==> src/rtl/fb_pattern_fill_if.sv <==
// Pixel write bus between the pattern generator and the frame-buffer sink.
// The producer holds wr/wr_addr/wr_data; the sink answers with wr_ready.
interface fb_pattern_fill_if #(
  parameter int DATA_W = 8,
  parameter int ADDR_W = 32
) ();
  logic              wr;
  logic              wr_ready;
  logic [ADDR_W-1:0] wr_addr;
  logic [DATA_W-1:0] wr_data;

  modport master (output wr, output wr_addr, output wr_data, input wr_ready);
  modport slave  (input wr, input wr_addr, input wr_data, output wr_ready);
endinterface

==> src/rtl/fb_pattern_fill.sv <==
// Frame-buffer pattern filler: walks every pixel of an H x V frame once,
// emitting one write per pixel with a solid, bar, checker or gradient value.
module fb_pattern_fill #(
  parameter int                H          = 640,
  parameter int                V          = 400,
  parameter int                DATA_W     = 8,
  parameter int                ADDR_W     = 32,
  parameter logic [ADDR_W-1:0] BASE_ADDR  = '0,
  parameter int                CHECK_LOG2 = 3,
  parameter logic [DATA_W-1:0] BAR0       = 8'hE0,
  parameter logic [DATA_W-1:0] BAR1       = 8'h1C,
  parameter logic [DATA_W-1:0] BAR2       = 8'h03
) (
  input  logic                 pclk,
  input  logic                 reset,
  input  logic                 start,
  input  logic [1:0]           mode,
  input  logic [DATA_W-1:0]    color,
  fb_pattern_fill_if.master    wr_bus,
  output logic                 busy,
  output logic                 done
);

  localparam int XW = (H > 1) ? $clog2(H) : 1;
  localparam int YW = (V > 1) ? $clog2(V) : 1;
  localparam logic [XW-1:0] X_LAST = XW'(H - 1);
  localparam logic [YW-1:0] Y_LAST = YW'(V - 1);
  localparam logic [XW-1:0] BAR1_X = XW'(H / 3);
  localparam logic [XW-1:0] BAR2_X = XW'((2 * H) / 3);

  typedef enum logic {IDLE, FILL} state_t;

  state_t            state_reg, state_next;
  logic [XW-1:0]     x_reg, x_next;
  logic [YW-1:0]     y_reg, y_next;
  logic [ADDR_W-1:0] addr_reg, addr_next;
  logic [1:0]        mode_reg, mode_next;
  logic [DATA_W-1:0] color_reg, color_next;
  logic              done_reg, done_next;

  logic [DATA_W-1:0] grad;
  logic [DATA_W-1:0] pix;
  logic              chk_x, chk_y;

  always_ff @(posedge pclk) begin
    if (reset) begin
      state_reg <= IDLE;
      x_reg     <= '0;
      y_reg     <= '0;
      addr_reg  <= BASE_ADDR;
      mode_reg  <= '0;
      color_reg <= '0;
      done_reg  <= 1'b0;
    end else begin
      state_reg <= state_next;
      x_reg     <= x_next;
      y_reg     <= y_next;
      addr_reg  <= addr_next;
      mode_reg  <= mode_next;
      color_reg <= color_next;
      done_reg  <= done_next;
    end
  end

  always_comb begin
    state_next = state_reg;
    x_next     = x_reg;
    y_next     = y_reg;
    addr_next  = addr_reg;
    mode_next  = mode_reg;
    color_next = color_reg;
    done_next  = 1'b0;
    case (state_reg)
      IDLE: begin
        if (start) begin
          state_next = FILL;
          x_next     = '0;
          y_next     = '0;
          addr_next  = BASE_ADDR;
          mode_next  = mode;
          color_next = color;
        end
      end
      FILL: begin
        if (wr_bus.wr_ready) begin
          addr_next = addr_reg + 1'b1;
          if (x_reg == X_LAST) begin
            x_next = '0;
            if (y_reg == Y_LAST) begin
              state_next = IDLE;
              done_next  = 1'b1;
            end else begin
              y_next = y_reg + 1'b1;
            end
          end else begin
            x_next = x_reg + 1'b1;
          end
        end
      end
      default: state_next = IDLE;
    endcase
  end

  // Gradient takes the low DATA_W bits of x, zero-padded when x is narrower.
  for (genvar gi = 0; gi < DATA_W; gi++) begin : g_grad
    if (gi < XW) begin : g_bit
      assign grad[gi] = x_reg[gi];
    end else begin : g_zero
      assign grad[gi] = 1'b0;
    end
  end

  // Bit 0 of (coord >> CHECK_LOG2) is simply coord[CHECK_LOG2].
  if (CHECK_LOG2 < XW) begin : g_chk_x
    assign chk_x = x_reg[CHECK_LOG2];
  end else begin : g_chk_x0
    assign chk_x = 1'b0;
  end
  if (CHECK_LOG2 < YW) begin : g_chk_y
    assign chk_y = y_reg[CHECK_LOG2];
  end else begin : g_chk_y0
    assign chk_y = 1'b0;
  end

  // Pixel value is a pure function of the current (x,y), so data and address
  // always describe the same pixel and both hold naturally during a stall.
  always_comb begin
    pix = color_reg;
    case (mode_reg)
      2'd0: pix = color_reg;
      2'd1: begin
        if (x_reg < BAR1_X)      pix = BAR0;
        else if (x_reg < BAR2_X) pix = BAR1;
        else                     pix = BAR2;
      end
      2'd2:    pix = (chk_x ^ chk_y) ? '1 : '0;
      default: pix = grad;
    endcase
  end

  assign wr_bus.wr      = (state_reg == FILL);
  assign wr_bus.wr_addr = addr_reg;
  assign wr_bus.wr_data = (state_reg == FILL) ? pix : '0;
  assign busy           = (state_reg == FILL);
  assign done           = done_reg;

endmodule

==> src/flat_wrapper.sv <==
// flat-port wrapper written by rule: the top's interface ports become plain ports
module fb_pattern_fill_flat 
#(
  parameter int                H          = 640,
  parameter int                V          = 400,
  parameter int                DATA_W     = 8,
  parameter int                ADDR_W     = 32,
  parameter logic [ADDR_W-1:0] BASE_ADDR  = '0,
  parameter int                CHECK_LOG2 = 3,
  parameter logic [DATA_W-1:0] BAR0       = 8'hE0,
  parameter logic [DATA_W-1:0] BAR1       = 8'h1C,
  parameter logic [DATA_W-1:0] BAR2       = 8'h03
)
  (pclk, reset, start, mode, color, busy, done, wr_bus_wr, wr_bus_wr_addr, wr_bus_wr_data, wr_bus_wr_ready);
  fb_pattern_fill_if #(.DATA_W(DATA_W), .ADDR_W(ADDR_W)) wr_bus_i ();
  input  logic pclk;
  input  logic reset;
  input  logic start;
  input  logic [1:0] mode;
  input  logic [DATA_W-1:0] color;
  output logic busy;
  output logic done;
  output wire logic [$bits(wr_bus_i.wr)-1:0] wr_bus_wr;
  output wire logic [$bits(wr_bus_i.wr_addr)-1:0] wr_bus_wr_addr;
  output wire logic [$bits(wr_bus_i.wr_data)-1:0] wr_bus_wr_data;
  input wire logic [$bits(wr_bus_i.wr_ready)-1:0] wr_bus_wr_ready;
  assign wr_bus_wr = wr_bus_i.wr;
  assign wr_bus_wr_addr = wr_bus_i.wr_addr;
  assign wr_bus_wr_data = wr_bus_i.wr_data;
  assign wr_bus_i.wr_ready = wr_bus_wr_ready;
  fb_pattern_fill #(.H(H), .V(V), .DATA_W(DATA_W), .ADDR_W(ADDR_W), .BASE_ADDR(BASE_ADDR), .CHECK_LOG2(CHECK_LOG2), .BAR0(BAR0), .BAR1(BAR1), .BAR2(BAR2)) u_core (.pclk(pclk), .reset(reset), .start(start), .mode(mode), .color(color), .wr_bus(wr_bus_i), .busy(busy), .done(done));
endmodule
==> config.mk <==
export PLATFORM = sky130hd
export DESIGN_NAME = fb_pattern_fill_flat
export DESIGN_NICKNAME = d
export VERILOG_FILES = /design/src/rtl/fb_pattern_fill_if.sv /design/src/rtl/fb_pattern_fill.sv /design/src/flat_wrapper.sv
export SDC_FILE = /design/constraint.sdc
export NUM_CORES = 1
export LEC_CHECK = 0
export BUFFER_PORTS_ARGS = -buffer_cell sky130_fd_sc_hd__buf_2
export CORE_MARGIN = 4
export CORE_UTILIZATION = 40
export CTS_BUF_LIST = sky130_fd_sc_hd__clkbuf_4 sky130_fd_sc_hd__clkbuf_8
export CTS_CLUSTER_DIAMETER = 120
export DETAILED_ROUTE_END_ITERATION = 8
export SETUP_SLACK_MARGIN = 0.2
export SYNTH_ARGS = -nofsm -noshare
export SYNTH_HDL_FRONTEND = slang
export SYNTH_SLANG_ARGS = --single-unit
==> constraint.sdc <==
create_clock -name pclk -period 3.5 [get_ports pclk]
set_clock_uncertainty 0.2 [all_clocks]
set_input_delay 0.175 -clock pclk [delete_from_list [all_inputs] [get_ports pclk]]
set_output_delay 0.175 -clock pclk [all_outputs]
set_load 0.02 [all_outputs]
* After elaboration in Yosys (flattened, before gate mapping)
Cells that the tools add are included.
Widths: inputs -> output; s select.
** Word-level totals
- Output and inout bits :: 43
- Bits in registers :: 63
** Operators by class
- Equality and inequality tests :: 8
- Add/subtract/negate cells :: 3
- Multiplexer cells :: 23
- Magnitude comparators :: 2
- Reduce and logical (&&, ||, !) cells :: 5
- Bitwise operators :: 4
** Operators by type and width (number)
- $mux 32 :: 2
- $pmux 32 s2 :: 1
- $mux 9 :: 4
- $add 32x1->32 const B :: 1
- $mux 10 :: 3
- $mux 8 :: 3
- $pmux 8 s3 :: 1
- $pmux 10 s2 :: 1
- $pmux 9 s2 :: 1
- $add 10x1->10 const B :: 1
- $eq 10x10->1 const B :: 1
- $lt 10x8->1 const B :: 1
- $lt 10x9->1 const B :: 1
- $add 9x1->9 const B :: 1
- $eq 9x9->1 const B :: 1
- $ne 2x2->1 const B :: 4
- $mux 1 :: 5
- $mux 5 :: 1
- $reduce_and 2->1 :: 2
- $reduce_and 4->1 :: 1
- $reduce_or 4->1 :: 1
- $not 1->1 :: 3
- $eq 2x1->1 const B :: 1
- $eq 2x2->1 const B :: 1
- other kinds (3) :: 3

* Depth between registers and ports, before layout
Gate-level depths: netlist of run 1.
- Depth in word-level cells :: 5
- Depth in mapped cells :: 6
- Depth with buffers taken out :: 6

* Worst setup path after synthesis of run 1
No wires, ideal clock.
- Path kind :: register to register
- Start :: reg u_core.addr_reg[5] (netlist: u_core.wr_bus.wr_addr[5])
- End :: reg u_core.addr_reg[29] (netlist: u_core.wr_bus.wr_addr[29])
- Buffers on the path :: 1
- Required time :: 3230 ps
- Cell stages (with the launch flop) :: 6
- Arrival :: 1966 ps
- Setup slack :: 1263 ps
- Period minus slack after synthesis :: 2237 ps
- Cells stage by stage :: dfxtp_1 nand4_2 or4_4 buf_6 or4_1 a21oi_1
** On the way
- Cells in the longest elaborated chain, start to end :: 3
** RTL lines
- start, declared :: RTL line fb_pattern_fill.sv:36 : logic [ADDR_W-1:0] addr_reg, addr_next;
- start signal, assigned :: RTL line fb_pattern_fill.sv:58 : addr_reg <= addr_next;
- $add 32x1->32 :: RTL line fb_pattern_fill.sv:86 : addr_next = addr_reg + 1'b1;
- $mux 32 :: RTL line fb_pattern_fill.sv:85 : if (wr_bus.wr_ready) begin
- $pmux 32 s2 :: RTL line fb_pattern_fill.sv:73 : case (state_reg)
Every way passes these cells. The select of a mux whose other input is x is not followed.
A chain may end at the register's enable or synchronous reset.

* Worst setup path in the final report of run 1
- Start :: reg u_core.x_reg[1]
- End :: reg u_core.y_reg[8]
** On the way
- Cells in the longest elaborated chain, start to end :: 3
** RTL lines
- start, declared :: RTL line fb_pattern_fill.sv:34 : logic [XW-1:0] x_reg, x_next;
- start signal, assigned :: RTL line fb_pattern_fill.sv:56 : x_reg <= x_next;
- $eq 10x10->1 :: RTL line fb_pattern_fill.sv:87 : if (x_reg == X_LAST) begin
- $ne 2x2->1 (no source line)
- $reduce_and 4->1 (no source line)
- end signal, assigned :: RTL line fb_pattern_fill.sv:57 : y_reg <= y_next;
- end, declared :: RTL line fb_pattern_fill.sv:35 : logic [YW-1:0] y_reg, y_next;
Every way passes these cells.

==> results of run 1 <==
cells in the final DEF (no fill, tap or decap), drive strengths merged, types with 4 or more instances in the layout:
cell          n
a31oi        10
or4          20
o311a         4
o311ai       11
nand2        50
nor2         20
ha            4
dfxtp        63
inv          12
nand4        14
o21a          5
o21ai         7
nor3         11
or3          14
o211ai       12
buf          63
nor3b         4
o31ai         5
xnor2         4
clkbuf       12
and3          8
nor4          5
dlygate4sd3  11
and4          7
nor2b         5
a21oi        46
nand2b        8
nand3        21
final cells by class:
type / instances / area share [%]
multi-input cells: 327 / 49.4
clock buffers: 12 / 4.07
clock inverters: 1 / 0.123
repair buffers: 74 / 10.9
well taps: 105 / 3.24
inverters: 12 / 1.11
flip-flops and latches: 63 / 31.1
report_power, final:
group	switching, mW	total (mW)	internal [mW]
Sequential	0.0123	0.738	0.726
Clock	0.268	0.570	0.303
Combinational	0.0708	0.114	0.0431
worst max path at each step:
stage                                      to  slack (ns)  cells past startpoint
floorplan           u_core.wr_bus.wr_addr[29]        1.26                      5
global placement              u_core.y_reg[8]        1.09                      5
detailed placement            u_core.y_reg[8]        0.98                      5
CTS                           u_core.y_reg[8]        0.97                      5
global route                  u_core.y_reg[5]        0.76                      5
finish                        u_core.y_reg[8]        0.98                      5
cell usage after synthesis, types with 3 or more instances:
master | n | share of area (%)
dfxtp_1 | 63 | 37
nand2_1 | 50 | 5.5
a21oi_1 | 46 | 6.7
clkbuf_1 | 27 | 2.9
nand3_1 | 21 | 3.1
nor2_1 | 20 | 2.2
or4_1 | 19 | 4.1
or3_1 | 14 | 2.5
nand4_1 | 13 | 2.4
inv_1 | 12 | 1.3
o211ai_1 | 12 | 2.6
nor3_1 | 11 | 1.6
o311ai_0 | 11 | 2.8
a31oi_1 | 10 | 1.8
and3_1 | 8 | 1.5
nand2b_1 | 8 | 1.5
and4_1 | 7 | 1.8
o21ai_0 | 7 | 1.0
nor2b_1 | 5 | 0.91
nor4_1 | 5 | 0.91
o21a_1 | 5 | 1.1
o31ai_1 | 5 | 1.1
ha_1 | 4 | 1.5
nor3b_1 | 4 | 0.87
o311a_1 | 4 | 1.2
xnor2_1 | 4 | 1.0
and2_1 | 3 | 0.55
mux2_2 | 3 | 0.98
mux2i_1 | 3 | 0.87
or2_2 | 3 | 0.55
cells by family after synthesis:
family | share of synthesized area, %
and+or+nand+nor | 31.6
AOI/OAI and AO/OA | 22.0
DFF | 36.7
buffers and inverters | 5.09
muxes | 1.86
xor gates and xnor gates | 1.27
adders and majority gates | 1.46
worst register-to-register path: cells and delay by family (launching register included):
kind,cells,cell delay [ns]
AO/OA/AOI/OAI,1,0.16
adder cells (fa/ha/maj),1,0.24
flip-flops,1,0.43
AND/OR/NAND/NOR,3,1.41
metal layers:
layer,part of all wire [%],vias up
li1,-,1743
met2,44,71
met1,50,1626
met4,1.7,0
met5,0,-
met3,4.1,15
repair_timing:
action	in CTS	in global routing
endpoints found under the setup margin	0	0
hold endpoints to repair	11	0
hold buffers	11	0
stage by stage:
step                      cell area (µm²)  utilization [%]  std cells
after floorplan                      3440                -        433
after global placement               3770             45.5        570
after detailed placement             3770             45.5        570
after CTS                            4050             48.8        594
after global routing                 4050             48.8        594
final                                4050             48.8        594
==> impl_metrics.csv, run 1 <==
group,metric,value,unit
critical_path,critPathKind,"register to register",
run_status,status,"complete, no violations",
critical_path,reg2reg_slack,0.98,ns
critical_path,slowest_stage,"or4_1",
floorplan,pin_count,57,
critical_path,worst_r2r_startpoint,"u_core.x_reg[1]",
route,via_per_inst,5.82,
grt,antenna_found_initial,0,
logic_synthesis,ys_warn_count,0,
pwr,cellLeakagePower,1.50,nW
critical_path,max_stage_delay,0.66,ns
logic_synthesis,avgSynthCellArea,7.94,µm²
cells_and_area,finalNetCount,505,
grt,grtUsageMet1,26.8,%
sta,post-route-period-util,71.9,%
worst_hold_path,hold_end,"u_core.wr_bus.wr_addr[0]",
floorplan,start_util,41.4,%
logic_synthesis,ys_ff_latch,63,
logic_synthesis,synthCells,433,
grt,grt_pass1_wl,15.3,mm
sta,worst_pin_slew,0.612,ns
critical_path,worstPathCellList,"ha_1, and3_1, nand4_1, or4_1, a21oi_1",
clock_tree,root_buffer,"clkbuf_8",
critical_path,cp_top_family,"simple AND/OR/NAND/NOR gates",
sta,tns,0,ns
sta,relSlewSlack,59.1,%
placement,port_buffers,56,
grt,grt_max_degree,33,
sta,whs,0.146,ns
clock_tree,numCtsBuffers,9,
route,drc,0,
floorplan,die-area,0.0101,mm²
floorplan,coreArea,0.00830,mm²
worst_hold_path,hold_path_depth,2,
pwr,irDropWorstVdd,0.000157,V
critical_path,crit_path_end_kind,"register",
cells_and_area,area_growth,17.9,%
cells_and_area,drive_gt1_share,17.4,%
clock_tree,clk_pin_slew,0.07,ns
grt,grt_pass1_vias,3073,
route,wl_per_cell,15.7,µm
sta,rsz0062_at_grt,"false",
worst_hold_path,hp-class,"primary input to register",
logic_synthesis,synthFlopType,"dfxtp_1",
sta,fin_crit,2.52,ns
route,drt-total-wl,9.35,mm
clock_tree,ctsHtreeMaxLevel,3,
logic_synthesis,mappedNetlistNets,451,
clock_tree,clockBufferDepth,2,
clock_tree,cts_tree,"built",
route,drt_iter0_markers,252,
sta,finalWorstSetupSlack,0.982,ns
clock_tree,clkLatencyLatePin,0.32,ns
floorplan,die_h,101,µm
clock_tree,cts-resized-gates,0,
floorplan,rows,33,
cells_and_area,largest_register_ffs,32,
route,firstDrtPassIters,5,
job,drv_cap,0,
route,drtAntennaViolNets,0,
grt,track_usage,18.5,%
placement,place_worst_setup_slack,0.979,ns
critical_path,crit_fanout,17,
critical_path,worst-r2r-cell-count,5,
grt,use_met2,27.3,%
critical_path,start_kind,"register",
logic_synthesis,synthArstFlopShare,0,%
cells_and_area,fillers,814,
sta,setup_violations,0,
logic_synthesis,ys_seq_area_share,36.7,%
sta,fmax,0.397,GHz
logic_synthesis,synth_edf_count,0,
pwr,p_total,1.42,mW
sta,report.final.slew_viol_count,0,
critical_path,arrival,2.56,ns
grt,grt_overflow,0,
clock_tree,clkSinkCount,63,
logic_synthesis,synth.distinct_cells,52,
grt,top_usage_layer,"met2",
floorplan,die_w,101,µm
grt,met3_usage,3.46,%
critical_path,cp_num_buf_inv,0,
critical_path,critPathLaunch,"u_core.x_reg[1]",
pwr,power-per-cell-area,351,mW/mm²
critical_path,rr_endpoint,"u_core.y_reg[8]",
critical_path,crit_required,3.54,ns
placement,place_congestion,0.837,
cells_and_area,seq_area,0.00126,mm²
logic_synthesis,syn_area,0.00344,mm²
clock_tree,post_cts_buffers,0,
cells_and_area,diodes,0,
placement,hpwlAfterDp,6.57,mm
route,vias,3455,
worst_hold_path,hold_path_startpoint,"reset",
cells_and_area,multi_input_area,0.00200,mm²
sta,hold_viol,0,
Power figures use the tool's default switching activity.
==> run 2, diff against run 1 <==
clock period = 2.2 ns   (was 3.5 ns; I/O delays follow)
==> impl_metrics.csv, run 2 (synthesis results as in run 1) <==
group,metric,value,unit
route,drt_iter0_markers,165,
floorplan,start_util,41.4,%
critical_path,slowest_stage,"dfxtp_4",
grt,track_usage,21.8,%
clock_tree,clkSinkCount,63,
cells_and_area,fillers,745,
critical_path,rr_endpoint,"u_core.y_reg[2]",
route,vias,3881,
cells_and_area,utilization,60.5,%
route,wl_per_cell,16.9,µm
grt,grt_pass1_vias,3612,
critical_path,worst-r2r-cell-count,9,
critical_path,critPathKind,"register to primary output",
sta,report.final.slew_viol_count,0,
placement,place_inst,597,
clock_tree,clockBufferDepth,2,
cells_and_area,largest_register_ffs,32,
placement,place_worst_setup_slack,0.100,ns
pwr,p_total,2.46,mW
critical_path,reg2reg_slack,0.11,ns
critical_path,cp_top_family,"compound AO/OA/AOI/OAI gates",
sta,relSlewSlack,58.7,%
route,via_per_inst,5.90,
clock_tree,clk_pin_slew,0.07,ns
critical_path,crit_path_end_kind,"primary output",
clock_tree,root_buffer,"clkbuf_8",
grt,grt_pass1_wl,17.9,mm
cells_and_area,area_growth,45.9,%
placement,dpl_cell_area,0.00407,mm²
cells_and_area,finalNetCount,566,
placement,place_congestion,0.824,
floorplan,die-area,0.0101,mm²
clock_tree,ctsHtreeMaxLevel,3,
placement,port_buffers,56,
pwr,irDropWorstVdd,0.000329,V
critical_path,max_stage_delay,0.37,ns
cells_and_area,finish.cell_count_without_fillers,658,
pwr,power-per-cell-area,491,mW/mm²
placement,hpwlAfterDp,7.17,mm
sta,setup_violations,0,
critical_path,worst-path-stages,7,
grt,grt_max_degree,28,
sta,finalWorstSetupSlack,0.0366,ns
critical_path,worst_r2r_startpoint,"u_core.x_reg[0]",
sta,post-route-period-util,98.3,%
worst_hold_path,hold_end,"u_core.wr_bus.wr_addr[1]",
cells_and_area,final_cell_mix,"buf_4 (58), nand2_1 (48), buf_2 (48)",
cells_and_area,final_common_cell,"buf_4",
sta,worst_pin_slew,0.620,ns
sta,fmax,0.462,GHz
clock_tree,clkLatencyLatePin,0.33,ns
route,firstDrtPassIters,4,
grt,grt_overflow,0,
sta,tns,0,ns
cells_and_area,final_area,0.00502,mm²
clock_tree,numCtsBuffers,9,
sta,fin_crit,2.16,ns
sta,hold_viol,0,
route,drt-total-wl,11.1,mm
critical_path,crit_fanout,4,
critical_path,worstPathCellList,"inv_2, ha_4, nand2b_4, a211oi_4, nor4_2, o311a_1, buf_6",
clock_tree,cts_tree,"built",
cells_and_area,diodes,0,
critical_path,start_kind,"register",
floorplan,die_w,101,µm
sta,whs,0.0707,ns
worst_hold_path,hold_path_startpoint,"reset",
critical_path,arrival,1.85,ns
job,drv_cap,0,
sta,rsz0062_at_grt,"true",
floorplan,die_h,101,µm
grt,antenna_found_initial,0,
floorplan,rows,33,
worst_hold_path,hp-class,"primary input to register",
critical_path,cp_num_buf_inv,2,
pwr,cellLeakagePower,1.94,nW
run_status,status,"complete, no violations",
floorplan,coreArea,0.00830,mm²
route,drc,0,
worst_hold_path,hold_path_depth,2,
cells_and_area,drive_gt1_share,40.0,%
floorplan,pin_count,57,
route,drtAntennaViolNets,0,
critical_path,crit_required,1.89,ns
[run 2: what timing repair did]
item,CTS,global route
setup buffers,17,14
setup endpoints to repair,29,43
pin swaps,18,18
hold buffers,11,0
gates resized for setup,47,47
gates cloned,2,1
hold endpoints to repair,12,0
[run 2: per-layer routing]
metal	global-route usage [%]	share of wire, %	wire, µm	vias up
li1	-	-	-	1880
met1	29.2	45	5060	1851
met2	35.0	48	5320	127
met3	4.08	5.0	558	23
met4	7.67	1.8	205	0
met5	0	0	0	-
[run 2: power breakdown]
| group | switching, mW | internal [mW] |
|---|---|---|
| sequential | 0.0160 | 1.13 |
| clock | 0.460 | 0.626 |
| combinational | 0.134 | 0.0927 |
| total | 0.610 | 1.85 |
[run 2: worst max path at each step]
stage,from,end
after floorplan,u_core.wr_bus.wr_addr[8],u_core.wr_bus.wr_addr[29]
after CTS,u_core.x_reg[1],wr_bus_wr_data[6]
after detailed placement,u_core.wr_bus.wr_addr[15],u_core.wr_bus.wr_addr[31]
after global placement,u_core.wr_bus.wr_addr[8],u_core.wr_bus.wr_addr[29]
final,u_core.x_reg[1],wr_bus_wr_data[6]
after global routing,u_core.x_reg[4],wr_bus_wr_data[6]
[run 2: final cells by class]
cell class,instances,area (µm²),area share (%)
Clock buffer,13,173,3.44
Clock inverter,3,40.0,0.798
Inverter,12,45.0,0.898
Multi-Input combinational cell,330,2320,46.2
Sequential cell,63,1350,26.9
Tap cell,105,131,2.62
Timing Repair Buffer,132,963,19.2
==> run 3, diff against run 2 <==
ABC_AREA = 1   (was default)
CTS_BUF_LIST = sky130_fd_sc_hd__clkbuf_2   (was sky130_fd_sc_hd__clkbuf_4 sky130_fd_sc_hd__clkbuf_8)
==> impl_metrics.csv, run 3 <==
group,metric,value,unit
cells_and_area,largest_register_ffs,32,
cells_and_area,drive_gt1_share,26.4,%
sta,hold_viol,0,
pwr,irDropWorstVdd,0.000277,V
pwr,p_total,2.55,mW
placement,hpwlAfterDp,7.51,mm
logic_synthesis,synth.distinct_cells,39,
grt,antenna_found_initial,0,
placement,place_congestion,0.899,
logic_synthesis,synthCells,558,
worst_hold_path,hp-class,"primary input to register",
floorplan,die_w,103,µm
clock_tree,clockBufferDepth,2,
clock_tree,clk_pin_slew,0.21,ns
critical_path,critPathKind,"register to primary output",
logic_synthesis,ys_seq_area_share,35.0,%
route,drt_iter0_markers,113,
cells_and_area,diodes,0,
critical_path,cp_num_buf_inv,3,
critical_path,start_kind,"register",
sta,fin_crit,2.26,ns
clock_tree,root_buffer,"clkbuf_2",
grt,met3_usage,3.32,%
grt,track_usage,21.3,%
route,via_per_inst,5.21,
logic_synthesis,syn_area,0.00361,mm²
grt,grt_max_degree,19,
critical_path,slowest_stage,"dfxtp_2",
floorplan,pin_count,57,
sta,worst_pin_slew,0.526,ns
clock_tree,clkSinkCount,63,
route,vias,3983,
clock_tree,clkLatencyLatePin,0.52,ns
critical_path,crit_path_end_kind,"primary output",
sta,finalWorstSetupSlack,-0.0595,ns
critical_path,crit_fanout,3,
sta,relSlewSlack,64.8,%
clock_tree,numCtsBuffers,9,
cells_and_area,final_cell_mix,"nand2_1 (114), nor2_1 (81), inv_1 (64)",
route,wl_per_cell,14.2,µm
critical_path,worstPathCellList,"inv_2, ha_4, nor2_2, nand3_1, nand2_1, nand2_2, nand2_2, nand3_4, nand3_2, nand2_1, inv_1, buf_6",
grt,grtUsageMet1,27.4,%
clock_tree,ctsHtreeMaxLevel,3,
sta,whs,0.146,ns
cells_and_area,finish.cell_count_without_fillers,764,
critical_path,crit_required,1.89,ns
placement,place_inst,716,
sta,rsz0062_at_grt,"true",
logic_synthesis,ys_ff_latch,63,
sta,tns,-0.148,ns
job,drv_cap,0,
floorplan,die_h,103,µm
run_status,violations,"setup timing",
logic_synthesis,synthFlopType,"dfxtp_1",
placement,place_worst_setup_slack,0.159,ns
logic_synthesis,synth_commonest_cells,"nand2_1 (119), nor2_1 (88), inv_1 (67), dfxtp_1 (63), a21oi_1 (49)",
logic_synthesis,synth.largest_area_cell,"dfxtp_1",
sta,setup_violations,5,
logic_synthesis,avgSynthCellArea,6.46,µm²
cells_and_area,final_common_cell,"nand2_1",
floorplan,rows,34,
grt,grt_pass1_vias,3765,
route,drt-total-wl,10.9,mm
floorplan,die-area,0.0106,mm²
critical_path,arrival,1.95,ns
grt,use_met2,35.7,%
clock_tree,cts_tree,"built",
placement,port_buffers,56,
logic_synthesis,ys_warn_count,0,
route,drc,0,
pwr,power-per-cell-area,538,mW/mm²
logic_synthesis,synthArstFlopShare,0,%
logic_synthesis,yosysMostFrequentCell,"nand2_1",
sta,post-route-period-util,103,%
critical_path,max_stage_delay,0.40,ns
route,drtAntennaViolNets,0,
route,firstDrtPassIters,5,
cells_and_area,fillers,859,
cells_and_area,finalNetCount,669,
floorplan,coreArea,0.00876,mm²
logic_synthesis,synth_edf_count,0,
cells_and_area,area_growth,31.5,%
sta,report.final.slew_viol_count,0,
sta,fmax,0.443,GHz
grt,grt_overflow,0,
grt,grt_pass1_wl,17.8,mm
floorplan,start_util,41.2,%
grt,top_usage_layer,"met2",
logic_synthesis,mappedNetlistNets,576,
logic_synthesis,ys_top_cells_by_area,"dfxtp_1 (35%), nand2_1 (12%), nor2_1 (9.2%), inv_1 (7.0%), a21oi_1 (6.8%)",
run_status,status,"complete, but fails checks",
logic_synthesis,synth_top_area_share,35.0,%
pwr,cellLeakagePower,2.06,nW
critical_path,cp_top_family,"simple AND/OR/NAND/NOR gates",
## run 3: area by class of cell
cell class | count | area, µm² | share of cell area, %
clock inverter | 7 | 145 | 3.06
sequential | 63 | 1290 | 27.2
tap | 108 | 135 | 2.85
multi-input combinational | 408 | 2170 | 45.8
inverter | 71 | 270 | 5.70
clock buffer | 9 | 45.0 | 0.949
timing repair buffer | 98 | 686 | 14.5
## run 3: report_power, final
part / switching [mW] / internal, mW / leakage (nW) / total (mW)
sequential: 0.0186 / 1.16 / 0.518 / 1.18
combinational: 0.176 / 0.115 / 1.44 / 0.290
clock: 0.480 / 0.607 / 0.102 / 1.09
total: 0.675 / 1.88 / 2.06 / 2.55
## run 3: worst reg2reg max path, stage by stage, from the launching register on
cell and delay, ns:
dfxtp_2 0.40, buf_4 0.11, buf_4 0.11, ha_4 0.13
nand2_4 0.06, nor2_4 0.13, nand2_4 0.07, nor2_4 0.15
nand3_4 0.18, nand2_8 0.14, o21ai_0 0.10, nand2_1 0.07
nor2_1 0.04
## run 3: through the flow
step / cell area, µm² / utilization [%]
after floorplan: 3610 / -
after global placement: 4010 / 45.7
after detailed placement: 4010 / 45.7
after CTS: 4540 / 51.8
after global routing: 4740 / 54.1
final: 4740 / 54.1
## run 3: final timing paths
path,start,endpoint,slack [ns],cells after the start
worst max-delay path,u_core.x_reg[1],wr_bus_wr_data[4],-0.06,12
worst min-delay path,color[2],u_core.color_reg[2],0.15,4
worst max register to register,u_core.x_reg[1],u_core.y_reg[3],0.23,12
worst min register to register,u_core.wr_bus.wr_addr[0],u_core.wr_bus.wr_addr[0],0.30,1
## run 3: repair_timing
| action | in CTS | in global routing |
|---|---|---|
| gates cloned | 0 | 1 |
| setup buffers | 9 | 9 |
| hold buffers | 13 | 0 |
| resized for setup | 55 | 33 |
| endpoints found under the hold margin | 41 | 0 |
| pin swaps | 10 | 14 |
| endpoints found under the setup margin | 21 | 45 |
## run 3: cells by family (layout without fill, tap and decap cells)
| group | count (synthesis) | count (layout) | synth area share, % |
|---|---|---|---|
| AND/OR/NAND/NOR | 298 | 299 | 37.4 |
| XOR/XNOR | 3 | 3 | 0.729 |
| buffers and inverters | 88 | 185 | 10.1 |
| adder cells (fa/ha/maj) | 4 | 4 | 1.39 |
| flip-flops | 63 | 63 | 35.0 |
| AO/OA/AOI/OAI | 102 | 102 | 15.4 |
## run 3: layer usage
metal / wire [µm] / part of all wire (%)
met3: 454 / 4.2
met1: 4870 / 45
met5: 0 / 0
met4: 269 / 2.5
met2: 5280 / 49
